$ cat src/rtl/inverse_seq_if.sv
// Handshake bundle between the inversion sequencer and its row-op datapath.
// The master side drives start/pivot_zero/alu_done; the sequencer is the slave.
interface inverse_seq_if;
   logic       start;
   logic       pivot_zero;
   logic       alu_done;
   logic       op_valid;
   logic [1:0] op;
   logic [2:0] piv;
   logic [2:0] row;
   logic       busy;
   logic       done;
   logic       singular;
   logic [5:0] op_count;

   modport master (
      output start, pivot_zero, alu_done,
      input  op_valid, op, piv, row, busy, done, singular, op_count
   );

   modport slave (
      input  start, pivot_zero, alu_done,
      output op_valid, op, piv, row, busy, done, singular, op_count
   );
endinterface

$ cat src/rtl/inverse_seq.sv
// Gauss-Jordan sequencer: for each pivot k, check the pivot, normalise row k,
// then eliminate column k from every other row; all outputs are registered.
module inverse_seq #(
   parameter int N = 5
) (
   input  logic         clk,
   input  logic         rst,
   inverse_seq_if.slave bus
);
   localparam logic [2:0] K_LAST  = 3'(N - 1);
   localparam logic [3:0] ROW_END = 4'(N);

   typedef enum logic [2:0] {S_IDLE, S_CHECK, S_NORM, S_ELIM, S_FIN} state_t;

   state_t     r_state, w_state_nxt;
   logic [2:0] r_k, w_k_nxt;

   logic       r_op_valid, w_op_valid;
   logic [1:0] r_op, w_op;
   logic [2:0] r_piv, w_piv;
   logic [2:0] r_row, w_row;
   logic       r_busy, w_busy;
   logic       r_done, w_done;
   logic       r_singular, w_singular;
   logic [5:0] r_op_count, w_op_count;

   logic       w_fire;
   logic       w_accept;
   logic [3:0] w_row_inc;
   logic [3:0] w_row_skip;
   logic       w_last_elim;

   assign w_fire     = r_op_valid & bus.alu_done;
   assign w_accept   = (r_state == S_IDLE) & bus.start;
   // Next elimination row skips the pivot row; running past N-1 ends the pivot.
   assign w_row_inc  = {1'b0, r_row} + 4'd1;
   assign w_row_skip = (w_row_inc == {1'b0, r_k}) ? (w_row_inc + 4'd1) : w_row_inc;
   assign w_last_elim = (w_row_skip >= ROW_END);

   always_ff @(posedge clk or posedge rst) begin
      if (rst) begin
         r_state    <= S_IDLE;
         r_k        <= 3'd0;
         r_op_valid <= 1'b0;
         r_op       <= 2'b00;
         r_piv      <= 3'd0;
         r_row      <= 3'd0;
         r_busy     <= 1'b0;
         r_done     <= 1'b0;
         r_singular <= 1'b0;
         r_op_count <= 6'd0;
      end else begin
         r_state    <= w_state_nxt;
         r_k        <= w_k_nxt;
         r_op_valid <= w_op_valid;
         r_op       <= w_op;
         r_piv      <= w_piv;
         r_row      <= w_row;
         r_busy     <= w_busy;
         r_done     <= w_done;
         r_singular <= w_singular;
         r_op_count <= w_op_count;
      end
   end

   always_comb begin
      w_state_nxt = r_state;
      w_k_nxt     = r_k;
      case (r_state)
         S_IDLE: begin
            if (bus.start) begin
               w_state_nxt = S_CHECK;
               w_k_nxt     = 3'd0;
            end
         end
         S_CHECK: w_state_nxt = bus.pivot_zero ? S_FIN : S_NORM;
         S_NORM: begin
            if (w_fire) w_state_nxt = S_ELIM;
         end
         S_ELIM: begin
            if (w_fire && w_last_elim) begin
               if (r_k == K_LAST) begin
                  w_state_nxt = S_FIN;
               end else begin
                  w_state_nxt = S_CHECK;
                  w_k_nxt     = r_k + 3'd1;
               end
            end
         end
         S_FIN:   w_state_nxt = S_IDLE;
         default: w_state_nxt = S_IDLE;
      endcase
   end

   // Register inputs are derived from the next state so outputs line up with it.
   always_comb begin
      w_op_valid = (w_state_nxt == S_NORM) || (w_state_nxt == S_ELIM);
      w_op       = (w_state_nxt == S_NORM) ? 2'b01 :
                   (w_state_nxt == S_ELIM) ? 2'b10 : 2'b00;
      w_piv      = w_k_nxt;
      w_busy     = (w_state_nxt == S_CHECK) || (w_state_nxt == S_NORM) ||
                   (w_state_nxt == S_ELIM);
      w_done     = (w_state_nxt == S_FIN);

      w_row = r_row;
      if (w_accept) begin
         w_row = 3'd0;
      end else if (w_state_nxt == S_NORM) begin
         w_row = w_k_nxt;
      end else if ((w_state_nxt == S_ELIM) && (r_state == S_NORM)) begin
         w_row = (r_k == 3'd0) ? 3'd1 : 3'd0;
      end else if ((r_state == S_ELIM) && w_fire && !w_last_elim) begin
         w_row = w_row_skip[2:0];
      end

      w_singular = r_singular;
      if (w_accept) begin
         w_singular = 1'b0;
      end else if ((r_state == S_CHECK) && bus.pivot_zero) begin
         w_singular = 1'b1;
      end

      w_op_count = r_op_count;
      if (w_accept) begin
         w_op_count = 6'd0;
      end else if (w_fire && (r_op_count != 6'd63)) begin
         w_op_count = r_op_count + 6'd1;
      end
   end

   assign bus.op_valid = r_op_valid;
   assign bus.op       = r_op;
   assign bus.piv      = r_piv;
   assign bus.row      = r_row;
   assign bus.busy     = r_busy;
   assign bus.done     = r_done;
   assign bus.singular = r_singular;
   assign bus.op_count = r_op_count;
endmodule
$ cat src/flat_wrapper.sv
// flat-port wrapper written by rule: the top's interface ports become plain ports
module inverse_seq_flat 
#(
   parameter int N = 5
)
  (clk, rst, bus_start, bus_pivot_zero, bus_alu_done, bus_op_valid, bus_op, bus_piv, bus_row, bus_busy, bus_done, bus_singular, bus_op_count);
  inverse_seq_if bus_i ();
  input  logic clk;
  input  logic rst;
  input wire logic [$bits(bus_i.start)-1:0] bus_start;
  input wire logic [$bits(bus_i.pivot_zero)-1:0] bus_pivot_zero;
  input wire logic [$bits(bus_i.alu_done)-1:0] bus_alu_done;
  output wire logic [$bits(bus_i.op_valid)-1:0] bus_op_valid;
  output wire logic [$bits(bus_i.op)-1:0] bus_op;
  output wire logic [$bits(bus_i.piv)-1:0] bus_piv;
  output wire logic [$bits(bus_i.row)-1:0] bus_row;
  output wire logic [$bits(bus_i.busy)-1:0] bus_busy;
  output wire logic [$bits(bus_i.done)-1:0] bus_done;
  output wire logic [$bits(bus_i.singular)-1:0] bus_singular;
  output wire logic [$bits(bus_i.op_count)-1:0] bus_op_count;
  assign bus_i.start = bus_start;
  assign bus_i.pivot_zero = bus_pivot_zero;
  assign bus_i.alu_done = bus_alu_done;
  assign bus_op_valid = bus_i.op_valid;
  assign bus_op = bus_i.op;
  assign bus_piv = bus_i.piv;
  assign bus_row = bus_i.row;
  assign bus_busy = bus_i.busy;
  assign bus_done = bus_i.done;
  assign bus_singular = bus_i.singular;
  assign bus_op_count = bus_i.op_count;
  inverse_seq #(.N(N)) u_core (.clk(clk), .rst(rst), .bus(bus_i));
endmodule
$ cat config.mk
export PLATFORM = sky130hd
export DESIGN_NAME = inverse_seq_flat
export DESIGN_NICKNAME = d
export VERILOG_FILES = /design/src/rtl/inverse_seq_if.sv /design/src/rtl/inverse_seq.sv /design/src/flat_wrapper.sv
export SDC_FILE = /design/constraint.sdc
export NUM_CORES = 1
export LEC_CHECK = 0
export ABC_AREA = 0
export CORE_MARGIN = 10
export CORE_UTILIZATION = 56
export CTS_CLUSTER_SIZE = 30
export DETAILED_ROUTE_END_ITERATION = 6
export PLACE_DENSITY = 0.83
export SYNTH_ARGS = -nofsm -noshare
export SYNTH_HDL_FRONTEND = slang
export SYNTH_SLANG_ARGS = --single-unit
export TNS_END_PERCENT = 100
$ cat constraint.sdc
create_clock -name clk -period 4.15 [get_ports clk]
set_input_delay 0.6225 -clock clk [delete_from_list [all_inputs] [get_ports clk]]
set_output_delay 0.6225 -clock clk [all_outputs]
set_load 0.03 [all_outputs]
After elaboration in Yosys (flattened, before gate mapping)
Index checks and enable logic that the tools add are counted.
Storage, ports and cells
  flip-flop bits (word level): 21
  bits in latches: 0
  RAM bits: 0
  memory bits (read-only): 0
  bits of input ports: 5
  output and inout bits: 18
  logic and storage cells: 63
  memories kept: 0
Operators by class
  $add $sub $neg: 4
  multipliers: 0
  div/mod/pow operators: 0
  $lt $le $gt $ge: 1
  eq/ne operators: 10
  shifts and indexed selects: 0
  mux-type cells: 22
  bitwise gates (word level): 2
  reductions and logical operators: 15
Operators with widths (number)
  $mux 3: 12
  $eq 3x2->1 const B: 4
  $mux 6: 2
  $pmux 3 s4: 1
  $add 6x1->6 const B: 1
  $eq 3x1->1 const B: 2
  $eq 3x3->1 const B: 2
  $logic_and 1x1->1: 6
  $logic_not 3->1: 2
  $ne 6x6->1 const B: 1
  $pmux 3 s2: 1
  $add 3x1->4 const B: 1
  $add 4x1->4 const B: 1
  $eq 4x3->1: 1
  $ge 4x3->1 const B: 1
  $mux 2: 2
  $mux 4: 1
  $reduce_bool 2->1: 2
  $reduce_bool 4->1: 1
  $add 3x1->3 const B: 1
  $logic_or 1x1->1: 3
  $mux 1: 3
  $and 1x1->1: 2
  $logic_not 1->1: 1

Logic depth before layout (Yosys ltp)
Gate-level depths: netlist (run 1).
  depth after elaboration: 12
  mapped depth: 8
  depth with buffers taken out: 8

Worst setup path before layout (run 1)
No wires, ideal clock.
  path kind: register -> register
  from: register u_core.r_row[0] (netlist: u_core.bus.row[0])
  to: register u_core.r_k[1]
  library setup time: 128 ps
  data arrival time: 2527 ps
  data required time: 4022 ps
  setup slack: 1495 ps
  cell stages (with the launch flop): 9
  path buffers: 0
  clock period less this slack: 2655 ps
  cells stage by stage: dfrtp_1 -> inv_1 -> ha_1 -> xor2_1 -> and2_1 -> and3_1 -> o31a_1 -> nor4b_4 -> mux2_1
On the way
  cells in the longest elaborated chain, start to end: 7
  elaborated cells between the ends (all ways): 8
  those cells by class: add/sub (2); order compare (1); eq/ne (1); mux (3); reduce/logical (1)
Ends and longest elaborated chain
  start, declared: RTL line inverse_seq.sv:21  | logic [2:0] r_row, w_row;
  start signal, assigned: RTL line inverse_seq.sv:58  | r_row <= w_row;
  $add 3x1->4 (*): RTL line inverse_seq.sv:36  | assign w_row_inc = {1'b0, r_row} + 4'd1;
  $add 4x1->4 or $eq 4x3->1 (tied branches): RTL line inverse_seq.sv:37  | assign w_row_skip = (w_row_inc == {1'b0, r_k}) ? (w_row_inc + 4'd1) : w_row_inc;
  $mux 4 (*): RTL line inverse_seq.sv:37
  $ge 4x3->1 (*): RTL line inverse_seq.sv:38  | assign w_last_elim = (w_row_skip >= ROW_END);
  $logic_and 1x1->1 (*): RTL line inverse_seq.sv:81  | if (w_fire && w_last_elim) begin
  $mux 3 (*): RTL line inverse_seq.sv:81
  $pmux 3 s2 (*): RTL line inverse_seq.sv:69  | case (r_state)
  via u_core.w_k_nxt[1]: RTL line inverse_seq.sv:16  | logic [2:0] r_k, w_k_nxt;
  end signal, assigned: RTL line inverse_seq.sv:54  | r_k <= w_k_nxt;
  end, declared: RTL line inverse_seq.sv:16
The timed path passes the listed nets; every way through them passes the cells marked *.
A chain may end at the register's enable or synchronous reset.

Worst setup path after layout (run 1)
Same ends and word-level chain as after synthesis.

==> reports/qor.yml, run 1 <==
sta:
  relSlewSlack_pct: 46.24
  whs_ns: 0.5797
  period_minus_slack_ns: 2.709
  finalSetupTns_ns: 0
  rsz0062_at_grt: "false"
  fin_crit_sh_pct: 65.28
  tightest_slew_ns: 0.8056
  finalHoldViolations: 0
  setup_violations: 0
  maxSlewViolCount: 0
  clock.fmax_ghz: 0.3691
  skew_ns: 0.005644
die:
  die_y_um: 69.49
  pin_count: 23
  die_area_um2: 4828
  initial_core_util_pct: 60.25
  core_region_area_um2: 2276
  chipWidth_um: 69.49
  num_rows: 17
cells_and_area:
  seqCellArea_um2: 525.5
  final_common_cell: "clkdlybuf4s50_1"
  antenna_cells: 0
  drive_gt1_share_pct: 7.647
  n_fill_cell: 173
  nNetsFinal: 181
  instances_no_fill: 198
  area_growth_pct: 19.62
  multi_input_area_um2: 799.5
  layout_common_cells: "clkdlybuf4s50_1 (22), dfrtp_1 (21), nor2_1 (16)"
setup_path:
  reg2reg_from: "u_core.bus.row[0]"
  reg2reg_depth: 8
  r2r_end: "u_core.r_k[1]"
  rrSetupSlack_ns: 1.44
  endpoint_kind: "flip-flop"
  cp-start-kind: "flip-flop"
  critPathCapture: "u_core.r_k[1]"
  crit_start: "u_core.bus.row[0]"
  crit_arrival_ns: 2.91
  required_ns: 4.35
  worstSetupPathType: "flip-flop to flip-flop"
  crit_fanout: 10
place:
  gp_congestion: 0.9196
  dp.cells: 194
  dpl.hpwl_mm: 2.459
  numPortBuffers: 22
global_routing:
  grt_max_degree: 22
  grt_pass1_wl_mm: 5.602
  grt_usage_pct: 13.12
  antenna_found_initial: 0
  gr-total-overflow: 0
  grt_pass1_vias: 1191
logic_synthesis:
  ys_types: 44
  ys.flop_type: "dfrtp_1"
  synth_edf_count: 0
  ys_seq_area_share_pct: 38.32
  syn-num-nets: 158
  synthArstFlopShare_pct: 100.0
  netlist_instances: 148
  yosysWarnings: 0
  ys_ff_latch: 21
  netlist_area_um2: 1371
  synth.avg_cell_area_um2: 9.266
power_and_ir_drop:
  switching_share_pct: 50.02
  power_frac_comb_pct: 61.7
  worst_ir_drop_vdd_mv: 0.5030
  p_total_uw: 1242
  cellPowerDensity_nw_per_um2: 757.3
  pwr-share-seq_pct: 29.9
  pwr-share-clk_pct: 8.4
  internal-power_uw: 620.9
  p_leak_uw: 0.0007043
  p_sw_uw: 621.3
detailed_routing:
  drtIter0Drc: 94
  dr.pass1.iters: 4
  drc: 0
  wl_mm: 3.227
  dr_total_vias: 1226
  wl_per_cell_um: 16.30
  ant_nets: 0
  via_per_inst: 6.192
clocking:
  clkTransAtPathRegs_ns: 0.13
  cts_setup_buffers: 0
  cts_tree: "built"
  cts-root-buf: "clkbuf_4"
  cts_made_buffers: 3
  cts_buffer_depth: 2
  post_cts_resized: 0
  htree_num_levels: 1
  clock_latency_ns: 0.31
  hold_buffers: 0
  cts.sinks: 21
min_path:
  hold_depth: 1
  hp-class: "flip-flop to flip-flop"
outcome:
  status: "complete, no violations"
run:
  maxCapViolations: 0
[power groups by stage]
stage / Clock [uW] / Sequential [uW] / Combinational (uW)
final: 104 / 372 / 766
after global routing: 117 / 388 / 839
after CTS: 105 / 371 / 765
after detailed placement: 0 / 375 / 757
after global placement: 0 / 367 / 744
after floorplan: 0 / 452 / 458
[flip-flops by register name (all words and copies together) (netlist names)]
register,count
u_core.r_state,3
u_core.bus.done,1
u_core.bus.singular,1
u_core.bus.busy,1
u_core.bus.op,2
u_core.bus.op_count,6
u_core.bus.op_valid,1
u_core.bus.row,3
u_core.r_k,3
[metrics by stage]
step                area [um2]  utilization [%]  setup slack (ns)
finish                    1640            72.07             1.441
global route              1640            72.07             1.228
CTS                       1640            72.07             1.464
detailed placement        1610            70.75             1.387
global placement          1610            70.75             1.414
floorplan                 1371                -             1.495
[layer usage]
layer | wire length, um | track usage (%)
met3 | 254 | 3.281
met1 | 1340 | 16.28
met5 | 0 | 0
met2 | 1623 | 22.28
met4 | 8 | 2.439
[Yosys cell counts (all sizes together) (4+ instances only)]
master	n	share of area (%)
dfrtp	21	38
nor2	17	4.8
nand2	11	3.0
a21oi	8	2.9
inv	8	2.2
xor2	7	4.5
nor3	6	2.6
o21ai	6	2.5
and2	5	2.3
ha	5	4.6
nand2b	5	2.3
a211oi	4	2.6
a31oi	4	1.8
nand4	4	1.8
[critical path, stage by stage, from the launching register on]
cell     delay [ns]
dfrtp_1        0.53
inv_1          0.10
ha_1           0.39
xor2_1         0.26
and2_1         0.18
a21oi_1        0.12
o31a_1         0.40
nor4b_4        0.28
mux2_1         0.35
[how the worst min path moves through the flow]
stage	slack (ns)	from	to
2_1_floorplan	0.54	u_core.r_state[0]	u_core.bus.singular
3_3_place_gp	0.52	u_core.bus.singular	u_core.bus.singular
3_5_place_dp	0.56	u_core.bus.op_count[4]	u_core.bus.op_count[4]
4_1_cts	0.58	u_core.bus.op_count[4]	u_core.bus.op_count[4]
5_1_grt	0.64	u_core.bus.singular	u_core.bus.singular
6_report	0.58	u_core.bus.op_count[4]	u_core.bus.op_count[4]
[final cells by class]
class	instances	area share (%)
Multi-Input combinational cell	115	48.74
Inverter	8	1.831
Clock inverter	1	0.4577
Clock buffer	3	1.373
Timing Repair Buffer	22	13.42
Tap cell	28	2.136
Sequential cell	21	32.04
[cell families after synthesis]
group / Yosys count / synth area share, %
flip-flops: 21 / 38.32
AO/OA/AOI/OAI: 37 / 20.99
multiplexers: 2 / 1.551
adder cells (fa/ha/maj): 5 / 4.562
buffers and inverters: 12 / 3.376
AND/OR/NAND/NOR: 61 / 24.82
XOR/XNOR: 10 / 6.387
(Power assumes the default switching activity.)
==> run 2: changes to the inputs <==
--- a/config.mk
+++ b/config.mk
@@ -7,10 +7,10 @@
 export LEC_CHECK = 0
 export ABC_AREA = 0
 export CORE_MARGIN = 10
-export CORE_UTILIZATION = 56
+export CORE_UTILIZATION = 52
 export CTS_CLUSTER_SIZE = 30
 export DETAILED_ROUTE_END_ITERATION = 6
-export PLACE_DENSITY = 0.83
+export PLACE_DENSITY = 0.78
 export SYNTH_ARGS = -nofsm -noshare
 export SYNTH_HDL_FRONTEND = slang
 export SYNTH_SLANG_ARGS = --single-unit
==> constraint.sdc (replaced) <==
create_clock -name clk -period 2.7 [get_ports clk]
set_input_delay 0.405 -clock clk [delete_from_list [all_inputs] [get_ports clk]]
set_output_delay 0.405 -clock clk [all_outputs]
set_load 0.03 [all_outputs]
==> run 2 against run 1 <==
  * Combinational power is 58% higher
  * First-iteration DRC count down 18%
  * Sequential power increased by 51%
  * Worst setup slack worse by 1.3 ns
  * Die area rose by 5.5%
  * Wire length increased by 0.68%
  * Global-route usage shrank 0.65 points
  * Clock skew down 0.0017 ns
  * Critical path type unchanged
==> reports/qor.yml, run 2 (synthesis gave the netlist of run 1 again) <==
setup_path:
  cp-start-kind: "flip-flop"
  cp_slowest_cell: "dfrtp_1"
  critPathMaxStageDelay_ns: 0.44  # -0.09 ns
  required_ns: 2.90  # -1.45 ns
  endpoint_kind: "flip-flop"
  crit_arrival_ns: 2.76  # -0.15 ns
  worstPathCellList: "inv_1 -> ha_1 -> xor2_2 -> and2_1 -> and3_1 -> o31a_1 -> nor4b_4 -> mux2_1"
  worstSetupPathType: "flip-flop to flip-flop"
  crit_fanout: 5  # -5
sta:
  skew_ns: 0.003905  # -0.001740 ns
  setup_ws_ns: 0.1413  # -1.300 ns
  period_minus_slack_ns: 2.559  # -0.1503 ns
  clock.fmax_ghz: 0.3908  # +5.9%
  maxSlewViolCount: 0  # unchanged
  finalSetupTns_ns: 0  # unchanged
  finalHoldViolations: 0  # unchanged
  relSlewSlack_pct: 47.59  # +1.4 points
  tightest_slew_ns: 0.7853  # -0.02023 ns
  rsz0062_at_grt: "false"
  setup_violations: 0  # unchanged
  fin_crit_sh_pct: 94.77  # +29 points
detailed_routing:
  met3_wirelength_um: 182  # -28%
  wl_per_cell_um: 16.08  # -1.3%
  wl_met1_mm: 1.419  # +5.9%
  via_per_inst: 5.955  # -3.8%
  dr_total_vias: 1203  # -1.9%
  drtIter0Drc: 77  # -18%
  highest_layer: "met4"
  wl_met2_mm: 1.633  # +0.62%
  dr.pass1.iters: 4  # unchanged
  ant_nets: 0  # unchanged
  wl_mm: 3.249  # +0.68%
  drc: 0  # unchanged
cells_and_area:
  layout_common_cells: "clkdlybuf4s50_1 (22), dfrtp_1 (21), nor2_1 (16)"
  antenna_cells: 0  # unchanged
  drive_gt1_share_pct: 8.721  # +1.1 points
  n_fill_cell: 215  # +24%
  nNetsFinal: 183  # +1.1%
  final_common_cell: "clkdlybuf4s50_1"
  fin_util_pct: 66.47  # -5.6 points
  area_growth_pct: 21.17
  largest_reg_flops: 6  # unchanged
run:
  maxCapViolations: 0  # unchanged
power_and_ir_drop:
  cellPowerDensity_nw_per_um2: 1160  # +53%
  worst_ir_drop_vdd_mv: 0.7020  # +40%
  p_total_uw: 1927  # +55%
  p_leak_uw: 0.0007155  # +1.6%
place:
  gp_congestion: 0.9287  # +0.99%
  numPortBuffers: 22  # unchanged
  place_ws_ns: 0.1581  # -1.229 ns
  dpl.hpwl_mm: 2.548  # +3.6%
clocking:
  cts_tree: "built"
  clkTransAtPathRegs_ns: 0.11  # -0.02 ns
  clock_latency_ns: 0.30  # about the same
  cts-root-buf: "clkbuf_4"
  cts.sinks: 21  # unchanged
  cts_made_buffers: 3  # unchanged
  cts_buffer_depth: 2  # unchanged
  htree_num_levels: 1  # unchanged
global_routing:
  grt_pass1_wl_mm: 5.513  # -1.6%
  gr-total-overflow: 0  # unchanged
  grt_pass1_vias: 1195  # +0.34%
  grt_usage_pct: 12.47  # -0.65 points
  antenna_found_initial: 0  # unchanged
  grt_max_degree: 22  # unchanged
die:
  die_y_um: 71.36  # +2.7%
  num_rows: 18  # +1
  core_region_area_um2: 2500  # +9.8%
  die_area_um2: 5092  # +5.5%
  pin_count: 23  # unchanged
  chipWidth_um: 71.36  # +2.7%
  initial_core_util_pct: 54.85  # -5.4 points
min_path:
  hp-class: "primary input to async pin"
outcome:
  status: "complete, no violations"
-- run 2: worst paths after layout --
check	start	to	slack, ns	cells past startpoint
min	rst	u_core.r_k[1]	0.54	2
min reg2reg	u_core.bus.singular	u_core.bus.singular	0.57	2
min in group clk	u_core.bus.singular	u_core.bus.singular	0.57	2
max reg2reg	u_core.bus.row[0]	u_core.r_k[1]	0.14	8
max in group asynchronous	rst	u_core.r_k[2]	1.67	2
max	u_core.bus.row[0]	u_core.r_k[1]	0.14	8
-- run 2: what timing repair did --
item,CTS,global route
endpoints found under the setup margin,0,1
resized for setup,0,1
hold buffers,0,0
setup buffers,0,0
-- run 2: worst max-delay path, delay by kind of cell (launching register included) --
family / cells / cell delay (ns)
and+or+nand+nor: 3 / 0.68
DFF: 1 / 0.44
adders and majority gates: 1 / 0.38
muxes: 1 / 0.35
AOI/OAI and AO/OA: 1 / 0.32
xor gates and xnor gates: 1 / 0.19
buffers and inverters: 1 / 0.09
-- run 2: final cells by class --
cell class | count | area (um2) | area share (%)
flip-flops and latches | 21 | 525.5 | 31.63
clock buffers | 4 | 26.28 | 1.581
repair buffers | 24 | 235.2 | 14.16
multi-input cells | 115 | 807.0 | 48.57
well taps | 30 | 37.54 | 2.259
inverters | 8 | 30.03 | 1.807
-- run 2: stage by stage --
stage | std cells | instance area, um2 | hold slack, ns
after floorplan | 148 | 1371 | 0.3815
after global placement | 198 | 1628 | 0.5298
after detailed placement | 198 | 1628 | 0.5346
after CTS | 202 | 1654 | 0.5655
after global routing | 202 | 1662 | 0.6001
final | 202 | 1662 | 0.5445
-- run 2: power breakdown --
group	leakage [uW]	switching, uW	internal, uW
Combinational	0.000432	715	500
Clock	0.0000150	93.7	57.6
Sequential	0.000268	142	419
-- run 2: per-layer routing --
layer  vias up  global-route usage [%]
met5         -                       0
met3         2                   3.994
li1        586                       -
met1       584                   14.71
met4         0                   1.505
met2        31                   21.96
==> run 3: changes to the inputs <==
--- a/config.mk
+++ b/config.mk
@@ -6,11 +6,14 @@
 export NUM_CORES = 1
 export LEC_CHECK = 0
 export ABC_AREA = 0
+export CELL_PAD_IN_SITES_DETAIL_PLACEMENT = 0
+export CELL_PAD_IN_SITES_GLOBAL_PLACEMENT = 1
 export CORE_MARGIN = 10
-export CORE_UTILIZATION = 52
+export CORE_UTILIZATION = 40
 export CTS_CLUSTER_SIZE = 30
 export DETAILED_ROUTE_END_ITERATION = 6
-export PLACE_DENSITY = 0.78
+export PLACE_DENSITY_LB_ADDON = 0.1
+export SETUP_SLACK_MARGIN = 0.2
 export SYNTH_ARGS = -nofsm -noshare
 export SYNTH_HDL_FRONTEND = slang
 export SYNTH_SLANG_ARGS = --single-unit
==> run 3 against run 2 <==
  * Power rose by 8.8%
  * Clock-buffer cell count did not move
  * Clock skew rose by 0.0045 ns
  * Sequential power barely moved
  * Highest routed layer unchanged
==> reports/qor.yml, run 3 (synthesis gave the netlist of run 1 again) <==
min_path:
  hp-class: "primary input to async pin"
power_and_ir_drop:
  p_leak_uw: 0.0007420  # +3.7%
  worst_ir_drop_vdd_mv: 0.4548  # -35%
  cellPowerDensity_nw_per_um2: 1178  # +1.6%
setup_path:
  worstPathCellList: "inv_2 -> ha_4 -> xor2_4 -> and2_4 -> a21oi_2 -> o31a_1 -> nor4b_4 -> mux2_4"
  crit_arrival_ns: 2.63  # -0.13 ns
  crit_fanout: 5  # unchanged
  reg2reg_from: "u_core.bus.row[0]"
  worstSetupPathType: "flip-flop to flip-flop"
  required_ns: 2.91  # about the same
  rrSetupSlack_ns: 0.27  # +0.13 ns
  cp_slowest_cell: "dfrtp_2"
  reg2reg_depth: 8  # unchanged
  r2r_end: "u_core.r_k[1]"
  cp-start-kind: "flip-flop"
  endpoint_kind: "flip-flop"
  critPathMaxStageDelay_ns: 0.47  # +0.03 ns
place:
  numPortBuffers: 22  # unchanged
  gp_congestion: 0.7906  # -15%
  place_ws_ns: 0.1709  # +0.01283 ns
  place_area_um2: 1673  # +2.8%
  dpl.hpwl_mm: 2.604  # +2.2%
sta:
  relSlewSlack_pct: 46.13  # -1.5 points
  setup_ws_ns: 0.2745  # +0.1332 ns
  maxSlewViolCount: 0  # unchanged
  setup_violations: 0  # unchanged
  rsz0062_at_grt: "false"
  finalSetupTns_ns: 0  # unchanged
  clock.fmax_ghz: 0.4123  # +5.5%
  skew_ns: 0.008453  # +0.004548 ns
  tightest_slew_ns: 0.8072  # +0.02190 ns
  period_minus_slack_ns: 2.426  # -0.1332 ns
  finalHoldViolations: 0  # unchanged
  fin_crit_sh_pct: 89.83  # -4.9 points
detailed_routing:
  wl_mm: 3.569  # +9.8%
  drtIter0Drc: 135  # +75%
  dr.pass1.iters: 4  # unchanged
  drc: 0  # unchanged
  wl_per_cell_um: 15.93  # -0.94%
  ant_nets: 0  # unchanged
  via_per_inst: 5.527  # -7.2%
  dr_total_vias: 1238  # +2.9%
die:
  num_rows: 21  # +3
  initial_core_util_pct: 41.09  # -14 points
  die_area_um2: 6170  # +21%
  core_region_area_um2: 3337  # +33%
  pin_count: 23  # unchanged
  die_y_um: 78.55  # +10%
  chipWidth_um: 78.55  # +10%
clocking:
  clock_latency_ns: 0.31  # about the same
  cts_tree: "built"
  cts_buffer_depth: 2  # unchanged
  clkTransAtPathRegs_ns: 0.12  # about the same
  cts.sinks: 21  # unchanged
  htree_num_levels: 1  # unchanged
  cts-root-buf: "clkbuf_4"
  cts_made_buffers: 3  # unchanged
cells_and_area:
  final_common_cell: "clkdlybuf4s50_1"
  area_growth_pct: 29.84
  antenna_cells: 0  # unchanged
  fin_util_pct: 53.36  # -13 points
  n_fill_cell: 324  # +51%
  drive_gt1_share_pct: 16.85  # +8.1 points
  layout_common_cells: "clkdlybuf4s50_1 (22), dfrtp_1 (19), nor2_1 (16)"
  final_area_um2: 1780  # +7.2%
  largest_reg_flops: 6  # unchanged
  nNetsFinal: 189  # +3.3%
global_routing:
  gr-total-overflow: 0  # unchanged
  grt_max_degree: 22  # unchanged
  grt_pass1_vias: 1220  # +2.1%
  grt_usage_pct: 11.43  # -1.0 points
  grt_pass1_wl_mm: 5.885  # +6.7%
  antenna_found_initial: 0  # unchanged
outcome:
  status: "complete, no violations"
run:
  maxCapViolations: 0  # unchanged
==> run 3: through the flow <==
step,power (uW),hold WS [ns],std cells
floorplan,1421,0.3814,148
global placement,1788,0.5345,215
detailed placement,1796,0.5274,215
CTS,2008,0.5628,223
global route,2258,0.5995,224
finish,2097,0.5404,224
==> run 3: worst max-delay path by stage <==
stage / slack, ns / startpoint / endpoint
floorplan: 0.24 / u_core.bus.row[0] / u_core.r_k[1]
global placement: 0.18 / u_core.bus.row[0] / u_core.r_k[1]
detailed placement: 0.17 / u_core.bus.row[0] / u_core.r_k[1]
CTS: 0.20 / u_core.bus.row[0] / u_core.r_k[1]
global route: 0.18 / u_core.bus.row[1] / u_core.r_k[1]
finish: 0.27 / u_core.bus.row[0] / u_core.r_k[1]
==> run 3: power breakdown <==
group          total (uW)  switching [uW]  internal [uW]
Sequential            564             141            422
Clock                 156            98.1           57.6
Combinational        1380             774            604
==> run 3: repair_timing <==
item / CTS / global route
hold buffers: 0 / 0
endpoints found under the setup margin: 1 / 10
setup buffers: 4 / 1
resized for setup: 0 / 10
pin swaps: 1 / 6
==> run 3: routing by layer <==
layer,vias to the layer above,share of wire (%),track usage (%)
met4,0,1.3,4.480
met3,6,4.7,2.278
met1,600,45,14.74
met5,-,0,0
met2,32,49,18.26
li1,600,-,-
==> run 3: area by class of cell <==
type	count	area [um2]	share of cell area (%)
clock buffers	4	26.28	1.476
repair buffers	30	280.3	15.74
well taps	46	57.56	3.233
multi-input cells	115	858.3	48.21
inverters	8	30.03	1.687
flip-flops and latches	21	528.0	29.66
==> run 3: critical path, delay by kind of cell, from the launching register on <==
family                   cells  cell delay, ns
AO/OA/AOI/OAI                2            0.44
buffers and inverters        1            0.07
multiplexers                 1            0.33
flip-flops                   1            0.47
AND/OR/NAND/NOR              2            0.53
XOR/XNOR                     1            0.17
adder cells (fa/ha/maj)      1            0.32
